### config.mk
export PLATFORM = sky130hd
export DESIGN_NAME = instr_encoder_loader
export DESIGN_NICKNAME = d
export VERILOG_FILES = /design/src/rtl/instr_encoder_loader.sv
export SDC_FILE = /design/constraint.sdc
export NUM_CORES = 1
export LEC_CHECK = 0
export CAP_MARGIN = 20
export CORE_MARGIN = 2
export CORE_UTILIZATION = 25
export CTS_CLUSTER_SIZE = 16
export DETAILED_ROUTE_END_ITERATION = 6
export PLACE_DENSITY = 0.6
export REMOVE_ABC_BUFFERS = 1
export SLEW_MARGIN = 0
export SYNTH_ARGS = -nofsm -noshare
export SYNTH_HDL_FRONTEND = slang
export SYNTH_SLANG_ARGS = --single-unit
### constraint.sdc
create_clock -name clk -period 2.2 [get_ports clk]
set_input_delay 0.44 -clock clk [delete_from_list [all_inputs] [get_ports clk]]
set_output_delay 0.44 -clock clk [all_outputs]
set_load 0.01 [all_outputs]
### src/rtl/instr_encoder_loader.sv
// instr_encoder_loader: encodes MIPS instruction fields into 32-bit words and
// streams them into the instruction memory write port, one word per accepted bundle.
module instr_encoder_loader #(
    parameter int ADDR_W    = 8,
    parameter int BASE_ADDR = 0,
    parameter int DEPTH     = 256
) (
    input  logic              clk,
    input  logic              rst_n,
    input  logic              start,
    input  logic              finish,
    input  logic              in_valid,
    output logic              in_ready,
    input  logic [3:0]        in_op,
    input  logic [4:0]        in_rs,
    input  logic [4:0]        in_rt,
    input  logic [4:0]        in_rd,
    input  logic [4:0]        in_shamt,
    input  logic [5:0]        in_funct,
    input  logic [15:0]       in_imm,
    input  logic [25:0]       in_target,
    output logic              imem_we,
    output logic [ADDR_W-1:0] imem_addr,
    output logic [31:0]       imem_wdata,
    output logic [ADDR_W:0]   count,
    output logic              full,
    output logic              busy,
    output logic              err_illegal
);
    localparam int CNT_W = ADDR_W + 1;
    typedef enum logic [1:0] {S_IDLE, S_RUN, S_FULL} state_t;
    state_t            state_q, state_d;
    logic [ADDR_W-1:0] next_addr_q, next_addr_d, waddr_q, waddr_d;
    logic [CNT_W-1:0]  count_q, count_d;
    logic [31:0]       wdata_q, wdata_d, enc;
    logic              we_q, we_d, err_q, err_d;
    logic              xfer, legal, wr, last;
    logic [5:0]        opc;
    always_comb begin
        opc = 6'b000000;
        case (in_op)
            4'd1:    opc = 6'b100011;
            4'd2:    opc = 6'b101011;
            4'd3:    opc = 6'b000100;
            4'd4:    opc = 6'b001100;
            4'd5:    opc = 6'b001101;
            4'd6:    opc = 6'b001110;
            4'd7:    opc = 6'b001000;
            4'd8:    opc = 6'b001010;
            4'd9:    opc = 6'b000101;
            4'd10:   opc = 6'b000110;
            4'd11:   opc = 6'b000111;
            4'd12:   opc = 6'b001111;
            4'd13:   opc = 6'b000010;
            default: opc = 6'b000000;
        endcase
    end
    // BLEZ/BGTZ have no rt operand and LUI has no rs operand, so those fields are zeroed.
    assign enc = (in_op == 4'd0)  ? {6'b000000, in_rs, in_rt, in_rd, in_shamt, in_funct} :
                 (in_op == 4'd13) ? {opc, in_target} :
                 {opc, (in_op == 4'd12) ? 5'd0 : in_rs,
                       (in_op == 4'd10 || in_op == 4'd11) ? 5'd0 : in_rt, in_imm};
    // A bundle arriving with a restart belongs to the abandoned session and is discarded.
    assign xfer  = in_valid && in_ready && !start;
    assign legal = in_op < 4'd14;
    assign wr    = xfer && legal;
    assign last  = wr && (count_q == CNT_W'(DEPTH - 1));
    always_ff @(posedge clk or negedge rst_n) begin
        if (!rst_n) state_q <= S_IDLE;
        else        state_q <= state_d;
    end
    always_comb begin
        state_d = state_q;
        if (start)                             state_d = S_RUN;
        else if (finish && state_q != S_IDLE)  state_d = S_IDLE;
        else if (state_q == S_RUN && last)     state_d = S_FULL;
    end
    always_comb begin
        in_ready = state_q == S_RUN;
        busy     = state_q != S_IDLE;
        full     = state_q == S_FULL;
    end
    always_comb begin
        count_d     = start ? '0 : wr ? count_q + 1'b1 : count_q;
        next_addr_d = start ? ADDR_W'(BASE_ADDR) : wr ? next_addr_q + 1'b1 : next_addr_q;
        err_d       = start ? 1'b0 : (xfer && !legal) ? 1'b1 : err_q;
        we_d        = wr;
        waddr_d     = wr ? next_addr_q : waddr_q;
        wdata_d     = wr ? enc : wdata_q;
    end
    always_ff @(posedge clk or negedge rst_n) begin
        if (!rst_n) begin
            count_q     <= '0;
            next_addr_q <= ADDR_W'(BASE_ADDR);
            err_q       <= 1'b0;
            we_q        <= 1'b0;
            waddr_q     <= ADDR_W'(BASE_ADDR);
            wdata_q     <= '0;
        end else begin
            count_q     <= count_d;
            next_addr_q <= next_addr_d;
            err_q       <= err_d;
            we_q        <= we_d;
            waddr_q     <= waddr_d;
            wdata_q     <= wdata_d;
        end
    end
    assign imem_we     = we_q;
    assign imem_addr   = waddr_q;
    assign imem_wdata  = wdata_q;
    assign count       = count_q;
    assign err_illegal = err_q;
endmodule

==> results of run 1 <==
## synthesized netlist by cell type, types with 2 or more instances
master / n / share of area (%)
dfrtp_1: 60 / 47
nand2_1: 51 / 6.0
nor2_1: 39 / 4.6
a221oi_1: 26 / 7.2
inv_1: 21 / 2.5
o21ai_0: 20 / 3.2
a21oi_1: 19 / 3.0
o21ai_1: 19 / 3.0
clkbuf_1: 17 / 2.0
xnor2_1: 14 / 3.9
ha_1: 9 / 3.5
buf_6: 5 / 1.8
nor4_1: 5 / 0.99
nand3_1: 4 / 0.63
nor2b_1: 4 / 0.79
nor4b_1: 4 / 1.1
a211oi_1: 3 / 0.71
a22o_1: 3 / 0.83
mux2i_1: 3 / 0.95
nand4_1: 3 / 0.59
a31oi_1: 2 / 0.39
and3_1: 2 / 0.39
buf_2: 2 / 0.32
buf_4: 2 / 0.47
nand2b_1: 2 / 0.39
nor3_1: 2 / 0.32
nor3b_1: 2 / 0.47
## area by class of cell
class / count / area, sq um / share of cell area [%]
well taps: 172 / 215 / 4.18
repair buffers: 160 / 1610 / 31.2
clock inverters: 3 / 20.0 / 0.389
multi-input cells: 247 / 1450 / 28.1
flip-flops and latches: 60 / 1500 / 29.2
inverters: 22 / 85.1 / 1.65
clock buffers: 13 / 270 / 5.25
## where the power goes
group | total (W) | switching [W] | leakage (nW) | internal [W]
sequential | 0.00131 | 0.0000785 | 0.770 | 0.00123
combinational | 0.000848 | 0.000363 | 1.28 | 0.000486
clock | 0.00134 | 0.000488 | 0.138 | 0.000851
## stage by stage
step	setup TNS, ns	total power, W	utilization (%)	setup WS, ns	hold slack, ns
finish	0	0.00350	41.1	0.169	0.115
floorplan	-1.56	0.00160	-	-0.235	0.144
global route	0	0.00369	41.1	0.00497	0.151
detailed placement	-4.97	0.00219	38.7	-0.199	0.463
global placement	-2.82	0.00217	38.7	-0.114	0.460
CTS	0	0.00356	41.0	0.148	0.121
## state kept, by name (all words and copies together), names as in the netlist
name	flops
imem_wdata	31
count	9
imem_addr	8
state_q	2
err_illegal	1
imem_we	1
next_addr_q	8
## kinds of logic (layout without fill, tap and decap cells)
| group | count (synthesis) | after routing |
|---|---|---|
| and+or+nand+nor | 124 | 124 |
| AOI/OAI and AO/OA | 96 | 96 |
| DFF | 60 | 60 |
| buffers and inverters | 48 | 198 |
| xor gates and xnor gates | 14 | 14 |
| adders and majority gates | 9 | 9 |
| muxes | 3 | 3 |
| other | 1 | 1 |
## layer usage
layer	track usage (%)	part of all wire, %
met1	18.8	42
met2	26.1	49
met3	4.15	6.6
met4	7.22	3.0
met5	0	0
## repair_timing
item,4_1_cts,5_1_grt
setup endpoints to repair,0,1
resized for setup,0,0
setup buffers,0,1
## how the worst min path moves through the flow
stage	endpoint	slack [ns]
floorplan	count[0]	0.14
CTS	state_q[1]	0.12
global route	imem_wdata[20]	0.15
finish	state_q[1]	0.12
detailed placement	imem_addr[7]	0.46
global placement	imem_addr[7]	0.46
==> metrics, run 1 <==
status=finished clean; cell mode on critical path=o21ai_0; main combinational cell family by area after synthesis=compound AO/OA/AOI/OAI gates; FF-to-FF Start=state_q[1]; capture point of the critical path=imem_wdata[13]; vias in the first global route=approximately 3,200; Worst Path Max Fanout=16; Fin. Hold Viols=0; area of the core=12,500 sq um; Post-Syn Area per Cell=8.95 sq um; placed cell area=4850 sq um; CP Depth=7; vias per cell=between 4 and 5; DR iter-0 viols=172; vias=3,201; number of standard cells after synthesis=355; clk slew on worst S/H paths=about 0.050 ns; largest net degree at the start of global routing=25; Worst Setup Path Type=in2reg; Final Wtd Congestion=around 0.80; CP top delay family=buffers and inverters; endpoints failing setup=0; Max Clk Rate=roughly 490 MHz; final period utilization=92.3%; Netlist Area Pre-Place=approximately 3200 sq um; unrepaired setup endpoints after global routing=false; Buf/Inv on CP=3; Pre-antenna DRT Iters=6; Worst Max-Slew Pin Slew=0.595 ns; class of the worst hold path=in2async; register-to-register setup slack=0.41 ns; post-DP HPWL=7660 um; CTS Hold Bufs=0; top_reg_cell synth=dfrtp_1; mux contribution to synthesized area=0.946%; pwr dens=681 nW/um^2; port buffer count=129; Synth warnings=0; CP startpoint kind=input pin; final non-filler cell total=677; GRT Residual Overflow=0; DRC Markers=0; CTS Sinks=60; Max-cap violations=0; clk_lat worst skew=0.33 ns; final wirelength=10,300 um; Initial Util=25.4%; ys async rst share=100%; Cell Chain, Critical Path=clkdlybuf4s50_1 > inv_1 > ha_1 > or3b_2 > buf_12 > o21ai_0 > o21ai_0; most frequent cells in the layout=clkdlybuf4s50_1 (128), dfrtp_1 (60), nand2_1 (51); crit path time final=2.03 ns; Reg-to-Reg End=imem_wdata[25]; WL/cell=15.2 um; post-synthesis cell type count=39; cells on worst reg2reg path=5; FILL cells=1,269; CP startpoint=in_op[1]; Worst Setup End Kind=flop; post-synthesis sequential area ratio=47.3%; Max VDD drop=about 0.31 mV; Synth Area in Compound Gates=19.3%; die height=~120 um; Post-synth EDFFs=0; number of synthesized register bits=60; Net count, final=approximately 590; area grow syn2layout=62.0%; Worst EP required=2.40 ns; Die W=117 um; biggest cell delay along the critical path=0.51 ns; CTS tree=yes; xor-xnor portion of the synthesized cell area=about 3.9%; total CTS buffers=9; diode count=0; most common cell after layout, fill and taps aside=clkdlybuf4s50_1; Clock Skew=0.00685 ns; fin area=between 5000 and 6000 sq um; Routed Antenna Nets=0; Worst slew margin=between 60% and 70%; layout cells sized above 1=between 10% and 20%; Synth Area in Adders=approximately 3.5%; clk buf depth=2; die area=13,600 sq um; Top-Level Pins=~130; # H-tree levels=3; row count=a little over 40; slowest CP cell=or3b_2; Root Buffer=clkbuf_16; WP data arrival=2.23 ns; area share of and/or/nand/nor cells after synthesis=17.7%; Tot GR Track Use=~16%; Max Slew Vio Count=0; Placed Cells=660; Pleak=between 2 and 2.5 nW; first-pass GRT wire length=about 16,000 um; initial antenna violation count=0
(Power assumes the default switching activity.)
==> run 2, diff against run 1 <==
==> constraint.sdc (replaced) <==
create_clock -name clk -period 2.2 [get_ports clk]
set_input_delay 0.66 -clock clk [delete_from_list [all_inputs] [get_ports clk]]
set_output_delay 0.66 -clock clk [all_outputs]
set_load 0.01 [all_outputs]
==> metrics, run 2 (same netlist as run 1, synthesis figures left out) <==
Cell Chain, Critical Path=nor2b_1 > clkdlybuf4s50_1; Worst Setup Path Type=reg2out; WP data arrival=1.46 ns (-0.77 ns); Pleak=2.18 nW (about the same); sw power=0.000891 W (-4.1%); biggest cell delay along the critical path=0.56 ns (+0.05 ns); FF-to-FF Start=state_q[1]; CP top delay family=buffers and inverters; WL/cell=14.5 um (-4.6%); CP startpoint=state_q[0]; slowest CP cell=clkdlybuf4s50_1; Worst EP required=1.54 ns (-0.86 ns); Net count, final=585 (-0.17%); endpoints failing setup=0 (unchanged); Worst Setup End Kind=output port; setup_tns=0 ns (unchanged); pwr dens=656 nW/um^2 (-3.6%); Max VDD drop=0.277 mV (-9.6%); area of the core=12,500 sq um (unchanged); port buffer count=129 (unchanged); vias per cell=4.60 (-2.8%); Buf/Inv on CP=1 (-2); Placed Cells=659 (-0.15%); clk buf depth=2 (unchanged); Flop pwr share=39.0% (+1.5 points); die height=117 um (unchanged); GRT Residual Overflow=0 (unchanged); Root Buffer=clkbuf_16; Max Slew Vio Count=0 (unchanged); Tot GR Track Use=14.7% (-0.91 points); vias in the first global route=3,021 (-6.5%); area grow syn2layout=61.3%; Pre-antenna DRT Iters=4 (-2); DRC Markers=0 (unchanged); fin area=5120 sq um (-0.39%); final wirelength=9770 um (-4.9%); post-layout util=40.9% (-0.16 points); logic gate share of total power=25.0% (+0.8 points); Die W=117 um (unchanged); clk_lat worst skew=0.32 ns (about the same); # H-tree levels=3 (unchanged); most common cell after layout, fill and taps aside=clkdlybuf4s50_1; sw frac=26.5% (-0.028 points); Power Internal=0.00247 W (-3.9%); crit path time final=2.12 ns (+0.0908 ns); clock group share of total power=36.0% (-2.2 points); post-DP HPWL=7070 um (-7.7%); layout cells sized above 1=10.5% (+0.042 points); row count=41 (unchanged); Top-Level Pins=131 (unchanged); initial antenna violation count=0 (unchanged); DR iter-0 viols=240 (+40%); status=finished clean; Clock Skew=0.00384 ns (-0.00301 ns); Max Clk Rate=471 MHz (-4.3%); CP startpoint kind=flop; most frequent cells in the layout=clkdlybuf4s50_1 (126), dfrtp_1 (60), nand2_1 (51); CTS Sinks=60 (unchanged); diode count=0 (unchanged); vias=3,103 (-3.1%); CTS tree=yes; Routed Antenna Nets=0 (unchanged); max reg flops=31 (unchanged); Fin. Hold Viols=0 (unchanged); placed cell area=4840 sq um (-0.15%); final period utilization=96.5% (+4.1 points); clk slew on worst S/H paths=0.05 ns (about the same); unrepaired setup endpoints after global routing=false; first-pass GRT wire length=15,400 um (-5.4%); total power draw=0.00336 W (-4.0%); Final Wtd Congestion=0.792 (-0.50%); total CTS buffers=9 (unchanged); final non-filler cell total=675 (-0.30%); die area=13,600 sq um (unchanged); class of the worst hold path=in2async; Max-cap violations=0 (unchanged); Worst Path Max Fanout=5 (-11); largest net degree at the start of global routing=61 (+140%); Initial Util=25.4% (unchanged)
[run 2: metrics by stage]
| step | hold slack (ns) | setup slack, ns |
|---|---|---|
| 3_3_place_gp | 0.461 | -0.387 |
| 6_report | 0.341 | 0.0780 |
| 5_1_grt | 0.367 | 0.00293 |
| 2_1_floorplan | 0.364 | -0.455 |
| 3_5_place_dp | 0.472 | -0.427 |
| 4_1_cts | 0.350 | 0.0202 |
[run 2: final cells by class]
cell class                 instances  area (sq um)
fill                            1274          7390
timing repair buffer             159          1600
sequential                        60          1500
multi-input combinational        247          1470
clock buffer                      12           236
tap                              172           215
inverter                          22          85.1
clock inverter                     3          15.0
[run 2: routing by layer]
layer | vias up | routed length (um) | GRT usage, %
met1 | 1457 | 4300 | 18.5
met2 | 100 | 4540 | 23.9
met5 | - | 0 | 0
li1 | 1527 | - | -
met3 | 19 | 647 | 4.00
met4 | 0 | 284 | 6.12
[run 2: path summary, 6_finish.rpt]
| kind | slack (ns) | depth (start not counted) | end |
|---|---|---|---|
| hold / removal | 0.34 | 2 | imem_addr[3] |
| setup / recovery | 0.08 | 2 | in_ready |
| max in group asynchronous | 1.59 | 2 | imem_wdata[31] |
| min in group clk | 0.48 | 2 | imem_wdata[9] |
| setup reg to reg | 0.60 | 5 | imem_wdata[24] |
| hold reg to reg | 0.48 | 2 | imem_wdata[9] |
[run 2: repair_timing]
| item | CTS | global route |
|---|---|---|
| setup endpoints to repair | 16 | 28 |
| gates resized for setup | 4 | 4 |
| pin swaps | 1 | 0 |
| buffers inserted | 1 | 0 |
| hold buffers | 0 | 0 |
[run 2: power by group through the flow]
stage	sequential, W	combinational, W	clock, W
5_1_grt	0.00133	0.000922	0.00131
3_3_place_gp	0.00132	0.000838	0
4_1_cts	0.00131	0.000851	0.00125
3_5_place_dp	0.00133	0.000844	0
6_report	0.00131	0.000841	0.00121
2_1_floorplan	0.00138	0.000212	0
[run 2: worst reg2reg max path: stages, from the launching register on]
cell,delay (ns)
dfrtp_1,0.40
nand3b_1,0.19
or3_4,0.39
buf_12,0.19
a221oi_1,0.24
nor2_1,0.07
==> run 3, diff against run 2 <==
--- a/config.mk
+++ b/config.mk
@@ -6,9 +6,8 @@
 export NUM_CORES = 1
 export LEC_CHECK = 0
 export CAP_MARGIN = 20
-export CORE_MARGIN = 2
 export CORE_UTILIZATION = 25
-export CTS_CLUSTER_SIZE = 16
+export CTS_CLUSTER_SIZE = 40
 export DETAILED_ROUTE_END_ITERATION = 6
 export PLACE_DENSITY = 0.6
 export REMOVE_ABC_BUFFERS = 1
==> metrics, run 3 (same netlist as run 1, synthesis figures left out) <==
final wirelength=10,400 um (+6.9%); slowest CP cell=clkdlybuf4s50_1; CTS tree=yes; Cell Chain, Critical Path=clkdlybuf4s50_1 > and3_4 > or3_4 > buf_4 > a221oi_1 > nor2_1; DR iter-0 viols=187 (-22%); Max Slew Vio Count=0 (unchanged); total power draw=0.00359 W (+6.7%); status=finished clean; initial antenna violation count=0 (unchanged); WP data arrival=2.35 ns (+0.89 ns); largest net degree at the start of global routing=29 (-52%); Worst Path Max Fanout=8 (+3); Placed Cells=664 (+0.76%); Pleak=2.26 nW (+3.3%); WL met2=4870 um (+7.5%); post-layout util=43.2% (+2.3 points); clk buf depth=2 (unchanged); CP startpoint kind=input pin; most common cell after layout, fill and taps aside=clkdlybuf4s50_1; final period utilization=97.4% (+0.95 points); diode count=0 (unchanged); layout cells sized above 1=14.8% (+4.3 points); Worst Setup Path Type=in2reg; FILL cells=1,230 (-3.5%); final non-filler cell total=681 (+0.89%); class of the worst hold path=in2async; die height=115 um (-1.7%); Die W=115 um (-1.7%); Max VDD drop=0.378 mV (+37%); Tot GR Track Use=16.6% (+1.9 points); endpoints failing setup=0 (unchanged); Fin. Hold Viols=0 (unchanged); Final Wtd Congestion=0.810 (+2.2%); Pre-antenna DRT Iters=4 (unchanged); total CTS buffers=9 (unchanged); clk slew on worst S/H paths=0.06 ns (about the same); vias in the first global route=3,218 (+6.5%); CTS Sinks=60 (unchanged); # H-tree levels=3 (unchanged); Seq. cell area=1500 sq um (unchanged); die area=13,200 sq um (-3.4%); Max Clk Rate=467 MHz (-0.97%); WL/cell=15.3 um (+6.0%); Met3 Routed Length=640 um (-1.1%); Root Buffer=clkbuf_16; Worst Setup End Kind=flop; area grow syn2layout=66.2%; Net count, final=594 (+1.5%); post-DP HPWL=7820 um (+11%); Top-Level Pins=131 (unchanged); GRT Residual Overflow=0 (unchanged); area of the core=12,200 sq um (-2.4%); crit path time final=2.14 ns (+0.0209 ns); row count=40 (-2.4%); vias per cell=4.65 (+1.2%); most frequent cells in the layout=clkdlybuf4s50_1 (126), dfrtp_1 (60), nand2_1 (51); Worst Max-Slew Pin Slew=approximately 0.52 ns; DRT met1 WL=4710 um (+9.7%); DRC Markers=0 (unchanged); max reg flops=31 (unchanged); Fin Hold WS=0.306 ns (-0.0349 ns); port buffer count=129 (unchanged); Routed Antenna Nets=0 (unchanged); pwr dens=679 nW/um^2 (+3.5%); uppermost layer routed=met4; biggest cell delay along the critical path=0.51 ns (-0.05 ns); Initial Util=26.0% (+0.63 points); Max-cap violations=0 (unchanged); vias=3,168 (+2.1%); multi-input logic area=1520 sq um (+3.5%); clk_lat worst skew=0.33 ns (about the same); first-pass GRT wire length=16,800 um (+8.5%); placed cell area=4890 sq um (+1.0%); fin area=5280 sq um (+3.0%); Worst EP required=2.40 ns (+0.86 ns); Clock Skew=0.00740 ns (+0.00356 ns); Worst slew margin=between 60% and 70%
run 3: repair_timing:
| item | 4_1_cts | 5_1_grt |
|---|---|---|
| hold buffers | 0 | 0 |
| pin swaps | 1 | 0 |
| buffers inserted | 1 | 0 |
| gates resized for setup | 12 | 12 |
| hold endpoints to repair | 0 | 0 |
| endpoints found under the setup margin | 37 | 23 |
run 3: routing by layer:
metal	track usage [%]	vias up
met4	6.49	0
met5	0	-
met1	21.5	1498
li1	-	1543
met2	27.1	112
met3	3.60	15
run 3: area by class of cell:
cell class	count	share of cell area, %
Timing Repair Buffer	168	31.4
Multi-Input combinational cell	247	28.8
Sequential cell	60	28.4
Clock buffer	9	4.27
Tap cell	168	3.98
Inverter	22	1.71
Clock inverter	7	1.42
run 3: worst paths after layout:
check,startpoint,end,slack [ns],depth (start not counted)
worst max-delay path,in_op[2],imem_wdata[18],0.06,6
worst min-delay path,rst_n,imem_addr[0],0.31,1
worst max register to register,state_q[1],imem_wdata[18],0.57,5
worst min register to register,imem_wdata[29],imem_wdata[29],0.47,2
max in group asynchronous,rst_n,next_addr_q[4],1.35,2
min in group clk,imem_wdata[29],imem_wdata[29],0.47,2
run 3: report_power, final:
group / internal, W / leakage (nW) / switching (W)
Clock: 0.000881 / 0.150 / 0.000520
Combinational: 0.000500 / 1.34 / 0.000369
Sequential: 0.00123 / 0.770 / 0.0000815
run 3: worst max-delay path: cells and delay by family:
kind,cells,cell delay [ns]
AOI/OAI and AO/OA,1,0.22
buffers and inverters,2,0.71
and+or+nand+nor,3,0.76
run 3: stage by stage:
step / TNS (ns) / setup slack, ns
after floorplan: -9.78 / -0.455
after global placement: -19.06 / -0.518
after detailed placement: -18.53 / -0.481
after CTS: 0 / 0.00414
after global routing: -0.000747 / -0.000747
final: 0 / 0.0571
